## src/rtl/bcd_conv_arbiter.sv

```systemverilog
// Round-robin arbiter that shares one external binary-to-BCD converter
// among N_REQ requesters. A grant registers the clamped operand into
// conv_bin, the converter settles for one cycle (CONV), and the BCD result
// is captured with the source id on the DONE edge, where ack/valid pulse.
module bcd_conv_arbiter #(
  parameter int N_REQ   = 4,
  parameter int BIN_W   = 10,
  parameter int BCD_W   = 12,
  parameter int MAX_VAL = 999,
  localparam int IDW    = (N_REQ > 1) ? $clog2(N_REQ) : 1
) (
  input  logic                   clk,
  input  logic                   rst,
  input  logic [N_REQ-1:0]       req,
  input  logic [N_REQ*BIN_W-1:0] bin_in,
  output logic [N_REQ-1:0]       ack,
  output logic [BIN_W-1:0]       conv_bin,
  input  logic [BCD_W-1:0]       conv_bcd,
  output logic [BCD_W-1:0]       bcd_out,
  output logic [IDW-1:0]         src_id,
  output logic                   ovf,
  output logic                   valid,
  output logic                   busy
);

  localparam logic [BIN_W-1:0] MAX_V = BIN_W'(MAX_VAL);

  typedef enum logic [1:0] {
    S_IDLE = 2'd0,
    S_CONV = 2'd1,
    S_DONE = 2'd2
  } state_t;

  state_t             state_q, state_d;
  logic [IDW-1:0]     ptr_q, ptr_d;
  logic [IDW-1:0]     gid_q, gid_d;
  logic               clamp_q, clamp_d;
  logic [BIN_W-1:0]   conv_bin_q, conv_bin_d;
  logic [BCD_W-1:0]   bcd_out_q, bcd_out_d;
  logic [IDW-1:0]     src_id_q, src_id_d;
  logic               ovf_q, ovf_d;

  logic [N_REQ-1:0]   req_mask;
  logic               win_found;
  logic [IDW-1:0]     win_id;
  logic [IDW:0]       scan_sum;
  logic [IDW-1:0]     scan_idx;
  logic [BIN_W-1:0]   win_opnd;
  logic               win_clamp;
  logic               grant;

  // Round-robin search from ptr with wraparound; the requester just served
  // is masked in DONE because it only drops req after seeing its ack.
  always_comb begin
    req_mask  = req;
    win_found = 1'b0;
    win_id    = '0;
    scan_sum  = '0;
    scan_idx  = '0;
    if (state_q == S_DONE) req_mask[gid_q] = 1'b0;
    for (int k = 0; k < N_REQ; k++) begin
      scan_sum = {1'b0, ptr_q} + (IDW+1)'(k);
      if (scan_sum >= (IDW+1)'(N_REQ)) scan_sum = scan_sum - (IDW+1)'(N_REQ);
      scan_idx = scan_sum[IDW-1:0];
      if (!win_found && req_mask[scan_idx]) begin
        win_found = 1'b1;
        win_id    = scan_idx;
      end
    end
  end

  // Operand mux for the winner plus unsigned clamp to MAX_VAL.
  always_comb begin
    win_opnd = '0;
    for (int i = 0; i < N_REQ; i++) begin
      if (win_id == IDW'(i)) win_opnd = bin_in[i*BIN_W +: BIN_W];
    end
    win_clamp = (win_opnd > MAX_V);
  end

  // Next-state logic: IDLE waits for any req, CONV always moves to DONE,
  // DONE chains straight into the next grant when another req is pending.
  always_comb begin
    state_d = state_q;
    grant   = 1'b0;
    unique case (state_q)
      S_IDLE: begin
        if (win_found) begin
          grant   = 1'b1;
          state_d = S_CONV;
        end
      end
      S_CONV: state_d = S_DONE;
      S_DONE: begin
        if (win_found) begin
          grant   = 1'b1;
          state_d = S_CONV;
        end else begin
          state_d = S_IDLE;
        end
      end
      default: state_d = S_IDLE;
    endcase
  end

  // Datapath next values: operand/pointer load on grant, result capture on
  // the CONV->DONE edge; everything else holds.
  always_comb begin
    ptr_d      = ptr_q;
    gid_d      = gid_q;
    clamp_d    = clamp_q;
    conv_bin_d = conv_bin_q;
    bcd_out_d  = bcd_out_q;
    src_id_d   = src_id_q;
    ovf_d      = ovf_q;
    if (grant) begin
      gid_d      = win_id;
      ptr_d      = (win_id == IDW'(N_REQ-1)) ? '0 : win_id + IDW'(1);
      clamp_d    = win_clamp;
      conv_bin_d = win_clamp ? MAX_V : win_opnd;
    end
    if (state_q == S_CONV) begin
      bcd_out_d = conv_bcd;
      src_id_d  = gid_q;
      ovf_d     = clamp_q;
    end
  end

  // State and datapath registers; reset discards any in-flight conversion.
  always_ff @(posedge clk or posedge rst) begin
    if (rst) begin
      state_q    <= S_IDLE;
      ptr_q      <= '0;
      gid_q      <= '0;
      clamp_q    <= 1'b0;
      conv_bin_q <= '0;
      bcd_out_q  <= '0;
      src_id_q   <= '0;
      ovf_q      <= 1'b0;
    end else begin
      state_q    <= state_d;
      ptr_q      <= ptr_d;
      gid_q      <= gid_d;
      clamp_q    <= clamp_d;
      conv_bin_q <= conv_bin_d;
      bcd_out_q  <= bcd_out_d;
      src_id_q   <= src_id_d;
      ovf_q      <= ovf_d;
    end
  end

  // ack/valid are decoded from DONE so they pulse exactly one cycle.
  always_comb begin
    ack = '0;
    if (state_q == S_DONE) ack[gid_q] = 1'b1;
  end

  assign valid    = (state_q == S_DONE);
  assign busy     = (state_q != S_IDLE);
  assign conv_bin = conv_bin_q;
  assign bcd_out  = bcd_out_q;
  assign src_id   = src_id_q;
  assign ovf      = ovf_q;

endmodule

```

## config.mk

```make
export PLATFORM = sky130hd
export DESIGN_NAME = bcd_conv_arbiter
export DESIGN_NICKNAME = d
export VERILOG_FILES = /design/src/rtl/bcd_conv_arbiter.sv
export SDC_FILE = /design/constraint.sdc
export NUM_CORES = 1
export LEC_CHECK = 0
export CAP_MARGIN = 30
export CORE_ASPECT_RATIO = 1.25
export CORE_UTILIZATION = 35
export DETAILED_ROUTE_END_ITERATION = 16
export PLACE_DENSITY = 0.71
export SLEW_MARGIN = 25
export SYNTH_ARGS = -nofsm -noshare
export SYNTH_HDL_FRONTEND = slang
export SYNTH_SLANG_ARGS = --single-unit
```

## constraint.sdc

```tcl
create_clock -name clk -period 5.8 [get_ports clk]
set_input_delay 1.45 -clock clk [delete_from_list [all_inputs] [get_ports clk]]
set_output_delay 1.45 -clock clk [all_outputs]
set_load 0.005 [all_outputs]
```

==> results of run 1 <==
state kept, by name, indices dropped and copies added (netlist names):
register,cells
clamp_q,1
state_q,2
ptr_q,2
ovf,1
gid_q,2
conv_bin,10
src_id,2
bcd_out,12
layout make-up:
class / count / area, sq um / area share
multi-input cells: 108 / 889.6 / 0.3188
flip-flops and latches: 32 / 800.8 / 0.2870
inverters: 10 / 40.04 / 0.01435
well taps: 60 / 75.07 / 0.02691
repair buffers: 89 / 888.4 / 0.3184
clock buffers: 7 / 96.34 / 0.03453
final timing paths:
path,slack [ns],to,cells past startpoint
min in group asynchronous,1.55,bcd_out[9],3
worst min register to register,0.48,conv_bin[8],2
worst max-delay path,1.40,conv_bin[2],13
max in group asynchronous,3.97,state_q[0],3
worst min-delay path,0.48,conv_bin[8],2
worst max register to register,2.04,conv_bin[2],13
synth_stat cells (2+ instances only):
cell,count
a31oi_1,3
nand2_1,12
o21ai_0,10
buf_6,2
nand2b_1,3
buf_2,2
mux2_2,15
buf_4,3
nand2_2,2
inv_1,8
nor2b_1,4
nor2_1,7
o221ai_1,5
a221o_1,6
nor3b_1,2
o31ai_1,3
ha_1,4
a21o_1,2
clkbuf_1,2
or2_2,2
dfrtp_1,32
o21ai_1,3
a221oi_1,3
a41o_1,2
metal layers:
metal	GRT usage	wire, microns	up-vias
met5	0	0	-
met4	0.06170	40	0
met3	0.03750	306	4
met2	0.2704	2066	63
met1	0.1869	1812	678
li1	-	-	761
layout by cell type (no fill, tap or decap), types with 3 or more instances in the layout:
cell type / n
a31oi_1: 3
nand2_1: 12
a221oi_1: 3
ha_1: 4
inv_1: 8
clkbuf_8: 7
o21ai_0: 10
mux2_2: 15
nand2b_1: 3
clkdlybuf4s50_1: 88
o221ai_1: 5
o31ai_1: 3
nor2b_1: 4
dfrtp_1: 32
a221o_1: 6
o21ai_1: 3
nor2_1: 7
power by group through the flow:
stage	sequential, uW	clock (uW)	combinational, uW
2_1_floorplan	407	0	541
3_3_place_gp	404	0	823
3_5_place_dp	412	0	836
4_1_cts	409	183	838
5_1_grt	420	192	917
6_report	407	178	826
cell families (layout without fill, tap and decap cells):
| kind of cell | count (synthesis) | in the layout | share of synthesized area |
|---|---|---|---|
| buffers and inverters | 19 | 106 | 0.05722 |
| AOI/OAI and AO/OA | 43 | 43 | 0.1968 |
| DFF | 32 | 32 | 0.4466 |
| adders and majority gates | 4 | 4 | 0.02791 |
| and+or+nand+nor | 45 | 45 | 0.1689 |
| muxes | 16 | 16 | 0.1026 |
stage by stage:
stage          hold slack, ns  total power (uW)  setup slack [ns]  cells  utilization
2_1_floorplan          0.4516             947.8             2.064    159            -
3_3_place_gp           0.4592              1228             1.199    299       0.5572
3_5_place_dp           0.4713              1248             1.098    299       0.5572
4_1_cts                0.4860              1430             1.386    306       0.5771
5_1_grt                0.5168              1529             1.129    306       0.5771
6_report               0.4788              1411             1.395    306       0.5771
critical path, cell delays in order:
cell             delay (ns)
clkdlybuf4s50_1        0.40
nand2b_1               0.18
o21ai_1                0.10
a21o_1                 0.20
a21oi_2                0.24
inv_1                  0.10
ha_1                   0.33
nor2b_1                0.53
a221o_1                0.28
nand4_2                0.14
nor4_4                 0.35
nand2_2                0.12
a31oi_1                0.18
==> flow_summary.ini, run 1 <==
[pwr]
p_int_uw = 908.4
pwr-share-seq = 0.289
p_switching_uw = 502.3
power_frac_comb = 0.585
peakVddDrop_v = 0.0002009
p_per_area_mw_per_mm2 = 505.6
p_sw_frac = 0.3561
p_clk_frac = 0.126
leakagePower_uw = 0.001180

[cells_and_area]
drive_gt1_frac = 0.1585
diodes = 0
final_nets = 308
syn_to_final_growth_pct = 55.62
fillerInstances = 450
fin_area_sq_mm = 0.002790

[placed_design]
dp.final_hpwl_mm = 3.355
place_area_sq_mm = 0.002694
portBuffers = 88
gp_congestion = 0.7102

[die]
start_util = 0.3709
std_cell_rows = 28
ioPinCount = 89
core-area_sq_mm = 0.004835
dieArea_sq_mm = 0.005415
fp.dieH_microns = 82.02
die_x_microns = 66.02

[synthesis]
synthTopCellsByArea = dfrtp_1 (45%), mux2_2 (9.4%), a221o_1 (3.3%)
synthDistinctLibCells = 46
synth_nets = 221
synth_top_area_share = 0.4466
synth_cells = 159
synth-seq-cells = 32
syn_area_per_cell_sq_um = 11.28
ys_async_sr_fraction = 1.000
synthFlopType = dfrtp_1
ys_seq_area_frac = 0.4466
mappedNetlistArea_sq_mm = 0.001793
synth_top_area_cell = dfrtp_1
synth_edf_count = 0
ys.warnings.count = 0

[cts]
cts-root-buf = clkbuf_8
postCtsSetupBuffers = 0
clk_pin_slew_ns = 0.06
htreeDepth = 2
clock_sinks = 32
cts_buffer_depth = 2
ctsHoldBuffers = 0
cts_tree = done
post_cts_resized = 0
clk_latency_ns = 0.28
cts_buffers = 5

[grt]
grt_pass1_wl_mm = 6.506
antenna_found_initial = 0
gr-total-overflow = 0
grt_pass1_vias = 1459
grt_use_total = 0.1569
grt_max_degree = 33

[detailed_routing]
via_per_inst = 4.922
detail-route-antenna-nets = 0
routed-via-count = 1506
drc = 0
drtIter0Drc = 59
avgRoutedWirePerCell_microns = 13.81
drtPass1Iterations = 4
drt_wl_total_mm = 4.225

[min_path]
hold_path_class = reg2reg
min_from = conv_bin[8]

[sta]
fin_skew_ns = 0.003393
tns_ns = 0
fin_crit_sh = 0.7594
hold_viol = 0
max_freq_ghz = 0.2270
rsz0062_at_grt = false
slew_headroom = 0.5219
finalSetupViolations = 0
tightest_slew_ns = 0.7171
period_minus_slack_ns = 4.405
slew_violations = 0

[flow_run]
cap_violations = 0

[setup_path]
cp_max_fo = 12
cp.required_ns = 6.00
cp.arrival_ns = 4.60
cp-end-kind = flip-flop
r2r-start = state_q[0]
crit_start = req[1]
crit_type = in2reg
cp-start-kind = input pin

[run_status]
outcome = completed
Note: power is estimated with default switching activity, not from simulation.
==> run 2, diff against run 1 <==
PLACE_DENSITY = 0.74   (was 0.71)
clock period = 3.8 ns   (was 5.8 ns; I/O delays follow)
==> run 2 against run 1 <==
Against the previous run:
- global-route usage fell by 0.20 points
- hold slack better by 0.0040 ns
- clock skew down 0.00099 ns
- routed wire length down 4.9%
- critical path depth unchanged
- sequential cell count is the same
- first-iteration DRC count increased by 3.4%
- power rose by 57%
- count of clock-buffer cells in the layout did not move
==> flow_summary.ini, run 2 (synthesized netlist as in run 1, its figures left out) <==
[setup_path]
cp.required_ns = 3.99
cp-end-kind = flip-flop
crit_start = req[3]
slowest_stage = clkdlybuf4s50_1
cp.arrival_ns = 3.73
slowest_delay_ns = 0.46
r2r-start = gid_q[0]
cp_cell_sequence = clkdlybuf4s50_1 -> nand2b_1 -> o2bb2ai_1 -> a211o_1 -> a41o_1 -> inv_2 -> ha_1 -> a211oi_1 -> a221oi_4 -> nand4_2 -> nor4_4 -> nand2_2 -> a31oi_1
crit_type = in2reg
cp_max_fo = 7
cp-start-kind = input pin

[cts]
cts-root-buf = clkbuf_8
htreeDepth = 2
ctsHoldBuffers = 0
cts_buffer_depth = 2
post_cts_resized = 0
postCtsSetupBuffers = 0
clk_latency_ns = 0.27
cts_tree = done
cts_buffers = 5
clk_pin_slew_ns = 0.06
clock_sinks = 32

[detailed_routing]
avgRoutedWirePerCell_microns = 12.68
detail-route-antenna-nets = 0
drtPass1Iterations = 4
drc = 0
drt_wl_total_mm = 4.019
drtIter0Drc = 61
routed-via-count = 1576
via_per_inst = 4.972

[placed_design]
gp_congestion = 0.7755
dp.final_hpwl_mm = 3.278
place_ws_ns = -0.01790
place_area_sq_mm = 0.002776
portBuffers = 88
dp.cells = 310

[pwr]
p_per_area_mw_per_mm2 = 768.9
peakVddDrop_v = 0.0003352
leakagePower_uw = 0.001235

[min_path]
min_from = conv_bin[7]
hold_path_class = reg2reg

[cells_and_area]
multi_input_area_sq_um = 889.6
mostFrequentLayoutCells = clkdlybuf4s50_1 (88), dfrtp_1 (32), mux2_2 (15)
syn_to_final_growth_pct = 60.22
fillerInstances = 424
final_nets = 319
diodes = 0
fin_area_sq_mm = 0.002873
instances_no_fill = 317
drive_gt1_frac = 0.1946
regArea_sq_um = 800.8
final_common_cell = clkdlybuf4s50_1
largest_reg_flops = 12

[sta]
slew_violations = 0
period_minus_slack_ns = 3.538
finalSetupViolations = 0
max_freq_ghz = 0.2827
rsz0062_at_grt = false
layout_setup_ws_ns = 0.2621
fin_crit_sh = 0.9310
fin_skew_ns = 0.002406
slew_headroom = 0.5247
hold_viol = 0
tightest_slew_ns = 0.7130

[die]
core-area_sq_mm = 0.004835
die_x_microns = 66.02
std_cell_rows = 28
fp.dieH_microns = 82.02
dieArea_sq_mm = 0.005415
ioPinCount = 89
start_util = 0.3709

[flow_run]
cap_violations = 0

[grt]
grt_pass1_wl_mm = 6.437
antenna_found_initial = 0
grt_use_total = 0.1549
gr-total-overflow = 0
grt_pass1_vias = 1489
grt_max_degree = 33

[run_status]
outcome = completed
==> run 2: changes by cell type in the layout (fill, tap and decap cells not counted) <==
cell / change
buf_4: +11
==> run 2: final timing paths <==
kind,endpoint,slack [ns],cells past startpoint
hold reg to reg,conv_bin[7],0.48,2
hold / removal,conv_bin[7],0.48,2
setup / recovery,conv_bin[0],0.26,13
min in group asynchronous,bcd_out[10],1.05,3
setup reg to reg,conv_bin[0],0.50,13
max in group asynchronous,gid_q[1],2.46,3
==> run 2: cell type report <==
cell class / instances / share of cell area
Clock buffer: 7 / 0.03354
Timing Repair Buffer: 100 / 0.3380
Tap cell: 60 / 0.02613
Multi-Input combinational cell: 108 / 0.3097
Inverter: 10 / 0.01394
Sequential cell: 32 / 0.2787
==> run 2: metal layers <==
layer / wire [microns] / GRT usage / share of wire / vias to the layer above
met5: 0 / 0 / 0 / -
met4: 34 / 0.05106 / 0.0085 / 0
met3: 350 / 0.05278 / 0.087 / 2
met2: 1990 / 0.2643 / 0.50 / 74
met1: 1643 / 0.1810 / 0.41 / 722
li1: - / - / - / 778
==> run 2: worst max-delay path: cells and delay by family <==
kind	cells	cell delay [ns]
AOI/OAI and AO/OA	6	1.29
adders and majority gates	1	0.26
buffers and inverters	2	0.53
and+or+nand+nor	4	0.70
==> run 2: power by group <==
part,switching [uW],internal [uW]
sequential,109,512
clock,107,161
combinational,551,769
total,766,1440
==> run 2: stage by stage <==
step | setup TNS, ns | power [uW] | utilization | hold WS, ns
CTS | 0 | 2242 | 0.5942 | 0.4890
global route | 0 | 2399 | 0.5942 | 0.5216
global placement | 0 | 1928 | 0.5743 | 0.4651
detailed placement | -0.02158 | 1963 | 0.5743 | 0.4753
finish | 0 | 2209 | 0.5942 | 0.4828
floorplan | 0 | 1447 | - | 0.4516
==> run 3, diff against run 2 <==
PLACE_DENSITY = 0.76   (was 0.74)
==> run 3 against run 2 <==
Against the previous run:
- via count shrank 0.32%
- clock power shrank 12%
- power grew 0.47%
- critical path type unchanged
- sequential cell count is the same
- global-route usage grew 1.0 points
==> flow_summary.ini, run 3 (synthesized netlist as in run 1, its figures left out) <==
[min_path]
hold_path_class = reg2reg
worstHoldPathCells = 2

[pwr]
p_sw_frac = 0.3549
power_frac_comb = 0.614
p_int_uw = 1432
power_uw = 2219
peakVddDrop_v = 0.0003220
p_per_area_mw_per_mm2 = 770.1
p_clk_frac = 0.106
leakagePower_uw = 0.001233
pwr-share-seq = 0.279
p_switching_uw = 787.6

[setup_path]
cp.required_ns = 3.98
cp-start-kind = input pin
r2r.worst_path.cells = 13
cp_max_fo = 7
crit_type = in2reg
cp-end-kind = flip-flop
cp.arrival_ns = 3.76

[die]
start_util = 0.3709
std_cell_rows = 28
ioPinCount = 89
die_x_microns = 66.02
fp.dieH_microns = 82.02
dieArea_sq_mm = 0.005415
core-area_sq_mm = 0.004835

[cts]
clk_latency_ns = 0.28
cts_buffer_depth = 2
cts_buffers = 5
postCtsSetupBuffers = 0
cts-root-buf = clkbuf_8
clock_sinks = 32
post_cts_resized = 0
cts_tree = done
htreeDepth = 2
clk_pin_slew_ns = 0.06
ctsHoldBuffers = 0

[grt]
grt_pass1_wl_mm = 6.817
grt_max_degree = 33
grt_use_total = 0.1653
grt_pass1_vias = 1498
gr-total-overflow = 0
antenna_found_initial = 0

[cells_and_area]
final_common_cell = clkdlybuf4s50_1
regArea_sq_um = 800.8
syn_to_final_growth_pct = 60.71
fillerInstances = 431
drive_gt1_frac = 0.2054
final_nets = 320
diodes = 0
mostFrequentLayoutCells = clkdlybuf4s50_1 (88), dfrtp_1 (32), mux2_2 (15)
instances_no_fill = 318
largest_reg_flops = 12
multi_input_area_sq_um = 897.1
fin_area_sq_mm = 0.002882

[run_status]
outcome = completed

[placed_design]
portBuffers = 88
gp_congestion = 0.8609
dp.final_hpwl_mm = 3.342
dp.cells = 311
place_area_sq_mm = 0.002796

[detailed_routing]
drtPass1Iterations = 4
via_per_inst = 4.940
avgRoutedWirePerCell_microns = 13.16
drt_wl_total_mm = 4.185
drc = 0
routed-via-count = 1571
drtIter0Drc = 54
detail-route-antenna-nets = 0

[sta]
hold_viol = 0
finalSetupViolations = 0
max_freq_ghz = 0.2795
fin_skew_ns = 0.001873
slew_violations = 0
fin_crit_sh = 0.9416
period_minus_slack_ns = 3.578
rsz0062_at_grt = false
slew_headroom = 0.5212
whs_ns = 0.4847
tightest_slew_ns = 0.7182

[flow_run]
cap_violations = 0
run 3: layout make-up:
| class | instances | area share |
|---|---|---|
| clock buffer | 6 | 0.02518 |
| clock inverter | 1 | 0.001737 |
| inverter | 10 | 0.01389 |
| multi-input combinational | 108 | 0.3113 |
| sequential | 32 | 0.2779 |
| tap | 60 | 0.02605 |
| timing repair buffer | 101 | 0.3439 |
run 3: power groups by stage:
stage	Clock (uW)	Combinational, uW	Sequential, uW
2_1_floorplan	0	826	621
3_3_place_gp	0	1340	617
3_5_place_dp	0	1360	628
4_1_cts	244	1370	623
5_1_grt	258	1510	642
6_report	236	1360	620
run 3: metal layers:
layer | vias to the layer above | part of all wire | wire length [microns] | global-route usage
met2 | 67 | 0.50 | 2093 | 0.2857
met4 | 0 | 0.014 | 59 | 0.05957
li1 | 783 | - | - | -
met5 | - | 0 | 0 | 0
met3 | 5 | 0.072 | 301 | 0.04722
met1 | 716 | 0.41 | 1731 | 0.1934
run 3: worst paths after layout:
check / from / endpoint / slack (ns)
max reg2reg: state_q[0] / conv_bin[3] / 0.45
min reg2reg: conv_bin[7] / conv_bin[7] / 0.48
min in group asynchronous: rst / conv_bin[7] / 1.05
max in group asynchronous: rst / conv_bin[0] / 2.47
min: conv_bin[7] / conv_bin[7] / 0.48
max: req[3] / conv_bin[3] / 0.22
run 3: critical path: stages:
cell             delay [ns]
clkdlybuf4s50_1        0.45
nand2b_1               0.11
o2bb2ai_1              0.15
a211o_1                0.31
a41o_1                 0.23
buf_4                  0.14
ha_1                   0.24
buf_4                  0.17
a211oi_1               0.44
a221oi_4               0.13
nand4_2                0.12
nor4_4                 0.05
o31ai_1                0.26
run 3: stage by stage:
stage	worst slack [ns]	setup TNS (ns)	utilization
2_1_floorplan	0.5636	0	-
3_3_place_gp	-0.01826	-0.05191	0.5784
3_5_place_dp	-0.09890	-0.4152	0.5784
4_1_cts	0.1714	0	0.5945
5_1_grt	0.01527	0	0.5960
6_report	0.2220	0	0.5960
